**src/rtl/hazard_stall_ctrl.sv**
```systemverilog
// Hazard/stall controller for the 5-stage pipeline: load-use bubbles, branch flush, cache-miss freeze.
// Optional perf counters are built only when HAZ_PERF_EN is defined; otherwise they read as zero.
module hazard_stall_ctrl #(
    parameter int MAX_STALL = 256,
    parameter int CNT_W     = 32
) (
    input  logic             clk_i,
    input  logic             rst_i,
    input  logic [6:0]       IFID_op_i,
    input  logic [4:0]       IFID_rs1_i,
    input  logic [4:0]       IFID_rs2_i,
    input  logic             IDEX_MemRead_i,
    input  logic [4:0]       IDEX_rd_i,
    input  logic             Branch_taken_i,
    input  logic             dcache_stall_i,
    output logic             NoOP_o,
    output logic             PCWrite_o,
    output logic             IFID_Write_o,
    output logic             IFID_Flush_o,
    output logic             PipeWrite_o,
    output logic             timeout_o,
    output logic [CNT_W-1:0] lu_cnt_o,
    output logic [CNT_W-1:0] flush_cnt_o,
    output logic [CNT_W-1:0] mstall_cnt_o,
    output logic             state_dbg_o
);

    localparam int               SLW     = $clog2(MAX_STALL + 1);
    localparam logic [SLW-1:0]   MAX_LEN = SLW'(MAX_STALL);
    localparam logic [SLW-1:0]   ONE_LEN = SLW'(1);
    localparam logic [6:0]       OP_R    = 7'b0110011;
    localparam logic [6:0]       OP_S    = 7'b0100011;
    localparam logic [6:0]       OP_B    = 7'b1100011;

    typedef enum logic {
        RUN    = 1'b0,
        MSTALL = 1'b1
    } state_t;

    typedef enum logic [2:0] {
        ACT_RESET  = 3'd0,
        ACT_FREEZE = 3'd1,
        ACT_LU     = 3'd2,
        ACT_FLUSH  = 3'd3,
        ACT_NORM   = 3'd4
    } action_t;

    state_t         state_q;
    state_t         state_d;
    action_t        action;
    logic           rs1_hit;
    logic           rs2_used;
    logic           rs2_hit;
    logic           lu_hazard;
    logic [SLW-1:0] stall_len_q;
    logic [SLW-1:0] stall_len_d;
    logic           timeout_q;

    // A flushed slot (opcode 0) reads no registers, so it can never hazard.
    always_comb begin
        rs2_used  = (IFID_op_i == OP_R) || (IFID_op_i == OP_S) || (IFID_op_i == OP_B);
        rs1_hit   = (IDEX_rd_i == IFID_rs1_i) && (IFID_op_i != 7'b0);
        rs2_hit   = (IDEX_rd_i == IFID_rs2_i) && rs2_used;
        lu_hazard = IDEX_MemRead_i && (IDEX_rd_i != 5'd0) && (rs1_hit || rs2_hit);
    end

    always_comb begin
        action = ACT_NORM;
        if (rst_i) begin
            action = ACT_RESET;
        end else if (dcache_stall_i) begin
            action = ACT_FREEZE;
        end else if (lu_hazard) begin
            action = ACT_LU;
        end else if (Branch_taken_i) begin
            action = ACT_FLUSH;
        end
    end

    always_comb begin
        NoOP_o       = 1'b0;
        PCWrite_o    = 1'b1;
        IFID_Write_o = 1'b1;
        IFID_Flush_o = 1'b0;
        PipeWrite_o  = 1'b1;
        case (action)
            ACT_RESET: begin
                NoOP_o       = 1'b1;
                PCWrite_o    = 1'b0;
                IFID_Write_o = 1'b0;
                PipeWrite_o  = 1'b0;
            end
            ACT_FREEZE: begin
                PCWrite_o    = 1'b0;
                IFID_Write_o = 1'b0;
                PipeWrite_o  = 1'b0;
            end
            // Taken branch in ID is held; it re-resolves after the bubble.
            ACT_LU: begin
                NoOP_o       = 1'b1;
                PCWrite_o    = 1'b0;
                IFID_Write_o = 1'b0;
            end
            ACT_FLUSH: begin
                IFID_Flush_o = 1'b1;
            end
            default: begin
            end
        endcase
    end

    always_ff @(posedge clk_i or posedge rst_i) begin
        if (rst_i) begin
            state_q <= RUN;
        end else begin
            state_q <= state_d;
        end
    end

    // Freeze is driven straight from dcache_stall_i, so the FSM only tracks the miss.
    always_comb begin
        state_d = state_q;
        case (state_q)
            RUN:     if (dcache_stall_i)  state_d = MSTALL;
            MSTALL:  if (!dcache_stall_i) state_d = RUN;
            default: state_d = RUN;
        endcase
    end

    assign state_dbg_o = state_q;

    always_comb begin
        stall_len_d = '0;
        if (dcache_stall_i) begin
            stall_len_d = (stall_len_q == MAX_LEN) ? MAX_LEN : stall_len_q + ONE_LEN;
        end
    end

    always_ff @(posedge clk_i or posedge rst_i) begin
        if (rst_i) begin
            stall_len_q <= '0;
            timeout_q   <= 1'b0;
        end else begin
            stall_len_q <= stall_len_d;
            if (stall_len_d == MAX_LEN) begin
                timeout_q <= 1'b1;
            end
        end
    end

    assign timeout_o = timeout_q;

`ifdef HAZ_PERF_EN
    localparam logic [CNT_W-1:0] ONE_CNT = CNT_W'(1);

    logic [CNT_W-1:0] lu_cnt_q;
    logic [CNT_W-1:0] flush_cnt_q;
    logic [CNT_W-1:0] mstall_cnt_q;

    // Counters saturate rather than wrap; only the winning action of a cycle is counted.
    always_ff @(posedge clk_i or posedge rst_i) begin
        if (rst_i) begin
            lu_cnt_q     <= '0;
            flush_cnt_q  <= '0;
            mstall_cnt_q <= '0;
        end else begin
            if ((action == ACT_LU) && (lu_cnt_q != '1)) begin
                lu_cnt_q <= lu_cnt_q + ONE_CNT;
            end
            if ((action == ACT_FLUSH) && (flush_cnt_q != '1)) begin
                flush_cnt_q <= flush_cnt_q + ONE_CNT;
            end
            if ((action == ACT_FREEZE) && (mstall_cnt_q != '1)) begin
                mstall_cnt_q <= mstall_cnt_q + ONE_CNT;
            end
        end
    end

    assign lu_cnt_o     = lu_cnt_q;
    assign flush_cnt_o  = flush_cnt_q;
    assign mstall_cnt_o = mstall_cnt_q;
`else
    assign lu_cnt_o     = '0;
    assign flush_cnt_o  = '0;
    assign mstall_cnt_o = '0;
`endif

endmodule

```
**config.mk**
```make
export PLATFORM = sky130hd
export DESIGN_NAME = hazard_stall_ctrl
export DESIGN_NICKNAME = d
export VERILOG_FILES = /design/src/rtl/hazard_stall_ctrl.sv
export SDC_FILE = /design/constraint.sdc
export NUM_CORES = 1
export LEC_CHECK = 0
export ABC_CLOCK_PERIOD_IN_PS = 4700
export CAP_MARGIN = 0
export CORE_ASPECT_RATIO = 1.4
export CORE_MARGIN = 5
export CORE_UTILIZATION = 35
export CTS_BUF_LIST = sky130_fd_sc_hd__clkbuf_8
export CTS_CLUSTER_DIAMETER = 50
export DETAILED_ROUTE_END_ITERATION = 10
export PLACE_DENSITY_LB_ADDON = 0.25
export SYNTH_ARGS = -nofsm -noshare
export SYNTH_HDL_FRONTEND = slang
export SYNTH_SLANG_ARGS = --single-unit
```
**constraint.sdc**
```tcl
create_clock -name clk_i -period 4.7 [get_ports clk_i]
set_clock_uncertainty 0.15 [all_clocks]
set_input_delay 0.47 -clock clk_i [delete_from_list [all_inputs] [get_ports clk_i]]
set_output_delay 0.47 -clock clk_i [all_outputs]
set_load 0.005 [all_outputs]
```
==> impl_summary.log <==
INFO  metric status = completed
INFO  metric finalCriticalPeriod = 3360 ps
INFO  metric maximum_number_of_pins_on_one_net_before_global_route_repair = 12
INFO  metric fp.dieW = 65.4 um
INFO  metric num_vias = 943
INFO  metric post-layout-total-power = 0.274 mW
INFO  metric drt_first_iter_violations = 29
INFO  metric cts.sinks = 11
INFO  metric synthSimpleGateAreaFrac = 12.2%
INFO  metric dpl.hpwl = 2490 um
INFO  metric syn_to_final_growth = 3.67%
INFO  metric dr.pass1.iters = 4
INFO  metric syn-instance-count = 180
INFO  metric ys_warns = 0
INFO  metric final_worst_path_period_share = 71.5%
INFO  metric clock_latency = 240 ps
INFO  metric start_util = 35.7%
INFO  metric number_of_antenna_cells_inserted = 0
INFO  metric power.share.switching = 29.7%
INFO  metric largest_family_of_logic_cells_by_synthesized_area = buffers and inverters
INFO  metric synth_enable_flop_cells = 0
INFO  metric intPower = 0.193 mW
INFO  metric yosys.cell_types.count = 31
INFO  metric place_area = 1510 um^2
INFO  metric p_sw = 0.0814 mW
INFO  metric power.share.clock = 33.9%
INFO  metric ys.flop_type = dfrtp_1
INFO  metric grt-ovfl-total = 0
INFO  metric report.final.slew_viol_count = 0
INFO  metric clockBufferDepth = 2
INFO  metric whs = 301 ps
INFO  metric drc = 0
INFO  metric critPathCaptureType = output pin
INFO  metric synthesis.area = 1500 um^2
INFO  metric placementRows = 28
INFO  metric arithmetic_cell_share_of_the_synthesized_area_counting_full_adders_half_adders_and_majority_gates = 1.67%
INFO  metric floorplan.io_pins = 130
INFO  metric max_stage_delay = 570 ps
INFO  metric via_per_inst = 3.64
INFO  metric max_cap_viol_count = 0
INFO  metric gr-usage-all-layers = 8.88%
INFO  metric synth_compound_gate_area_share = 6.92%
INFO  metric portion_of_netlist_area_occupied_by_mux_cells = 0.667%
INFO  metric dieArea = 5720 um^2
INFO  metric finalInstanceArea = 1560 um^2
INFO  metric post_cts_resized = 0
INFO  metric power_density = 176 nW/um^2
INFO  metric wl_per_cell = 10.8 um
INFO  metric avgSynthCellArea = 8.34 um^2
INFO  metric hold_buffers = 0
INFO  metric core = 4200 um^2
INFO  metric layout.cells.non_filler = 259
INFO  metric ys_seq_elements = 11
INFO  metric power.share.combinational = 28.7%
INFO  metric cts_inserted_buffers = 3
INFO  metric hold_path.class = reg2reg
INFO  metric worst-endpoint-arrival = 2740 ps
INFO  metric crit_chain = clkdlybuf4s50_1 > or4_4 > nor4_2 > nor4_1 > o221a_2 > nor3_1 > clkdlybuf4s50_1
INFO  metric numPlacedInstances = 255
INFO  metric finish.net_count = 244
INFO  metric grt_pass1_wl = 3940 um
INFO  metric via_count_of_the_first_global_routing_pass = 890
INFO  metric setup_violations = 0
INFO  metric synth.yosys.seq_area_share = 18.3%
INFO  metric buffers_on_ports = 33
INFO  metric gp_congestion = 0.766
INFO  metric total_negative_slack = 0 ps
INFO  metric share_seq_of_total_power = 37.4%
INFO  metric grt_antenna_before_repair = 0
INFO  metric crit_path_slowest_cell = clkdlybuf4s50_1
INFO  metric setup_repair_after_global_routing_missed_its_margin = no
INFO  metric root_buffer = clkbuf_8
INFO  metric die_span_in_y = 87.5 um
INFO  metric finalHoldViolations = 0
INFO  metric cts.reportedPaths.clkPinSlew = 50 ps
INFO  metric leakagePower = 0.788 nW
INFO  metric drtAntennaViolNets = 0
INFO  metric path_class = in2out
INFO  metric route.final.wire_length = 2800 um
INFO  metric synth_async_sr_flop_share = 100%
INFO  metric cts_setup_buffers = 0
INFO  metric fmax = 0.298 GHz
INFO  metric crit_top_cell = clkdlybuf4s50_1
INFO  metric critical_path.max_fanout = 3
INFO  metric worstPathRequired = 4080 ps
INFO  metric maximum_vdd_drop = 0.0769 mV
INFO  metric cts_tree = built
INFO  metric fillCellCount = 442
INFO  metric final_layout_size_suffix_gt1_share = 3.27%
INFO  metric synth-xor-area-share = 9.92%
INFO  metric cts.htree.levels = 1
INFO  metric setup.worst_path.start_class = primary input
-- Yosys cell counts, types with 4 or more instances --
library cell,instances,area share [%]
buf_4,97,49
nor2_1,13,3.3
dfrtp_1,11,18
xnor2_1,9,5.3
xor2_1,8,4.7
inv_1,5,1.3
nand2_1,4,1.0
nand3_1,4,1.3
-- cell type report --
cell class              instances  area (um^2)  area share, %
clock buffers                   3         41.3           2.65
clock inverters                 1         3.75          0.241
inverters                       5         18.8           1.21
multi-input cells             161          831           53.4
flip-flops and latches         11          275           17.7
well taps                      45         56.3           3.62
repair buffers                 33          330           21.2
-- layout by cell type (no fill, tap or decap) --
cell type        synthesis  routed
mux2i_1                  1       1
o41ai_4                  1       1
clkbuf_8                 0       3
inv_1                    5       6
a21oi_1                  1       1
nor3_1                   1       1
or4_4                    1       1
nand4_1                  2       2
a21o_1                   2       2
a21boi_0                 1       1
xor2_1                   8       8
xnor2_1                  9       9
and4_1                   2       2
nand3_1                  4       4
ha_1                     2       2
or3_1                    1       1
conb_1                   1      96
o31ai_1                  1       1
a41o_1                   1       1
dfrtp_1                 11      11
and3_1                   1       1
o21ai_0                  1       1
nor4_2                   1       1
clkdlybuf4s50_1          0      33
nand3b_1                 1       1
or4_1                    1       1
nand2_1                  4       4
nor2_1                  13      13
a211oi_1                 2       2
o221a_2                  1       1
nor4_1                   2       2
-- flip-flops by register name (all words and copies together) (netlist names) --
name         flops
timeout_o        1
state_dbg_o      1
stall_len_q      9
-- kinds of logic (layout without fill, tap and decap cells) --
group	count (synthesis)	count (layout)
xor gates and xnor gates	17	17
muxes	1	1
AOI/OAI and AO/OA	11	11
DFF	11	11
buffers and inverters	103	42
adders and majority gates	2	2
other	1	96
and+or+nand+nor	34	34
-- per-layer routing --
layer  share of wire (%)  up-vias  global-route usage (%)
met5                   0        -                       0
li1                    -      461                       -
met3                  10        4                    1.55
met2                  57       63                    16.1
met4                 1.1        0                    3.96
met1                  32      415                    9.92
-- worst max-delay path: cells and delay by family --
| family | cells | cell delay (ps) |
|---|---|---|
| compound gates | 1 | 310 |
| simple gates | 4 | 960 |
| buf+inv | 2 | 990 |
-- final timing paths --
path	endpoint	cells after the start	slack, ps	startpoint
worst max-delay path	PCWrite_o	7	1340	IFID_op_i[3]
worst min-delay path	timeout_o	1	300	timeout_o
worst max register to register	timeout_o	6	2850	stall_len_q[0]
worst min register to register	timeout_o	1	300	timeout_o
max in group asynchronous	stall_len_q[8]	2	3620	rst_i
min in group asynchronous	stall_len_q[3]	2	480	rst_i
-- metrics by stage --
stage | util [%] | setup WS, ps
6_report | 37.0 | 1340
5_1_grt | 37.0 | 1210
4_1_cts | 37.0 | 1310
3_5_place_dp | 36.0 | 1320
3_3_place_gp | 36.0 | 1330
2_1_floorplan | - | 2200
-- power groups by stage --
stage	clock [mW]	sequential (mW)	combinational [mW]
after floorplan	0	0.102	0.0985
final	0.0930	0.102	0.0785
after detailed placement	0	0.104	0.0766
after global routing	0.102	0.103	0.0896
after CTS	0.0962	0.102	0.0770
after global placement	0	0.104	0.0765
Note: power is estimated with default switching activity, not from simulation.
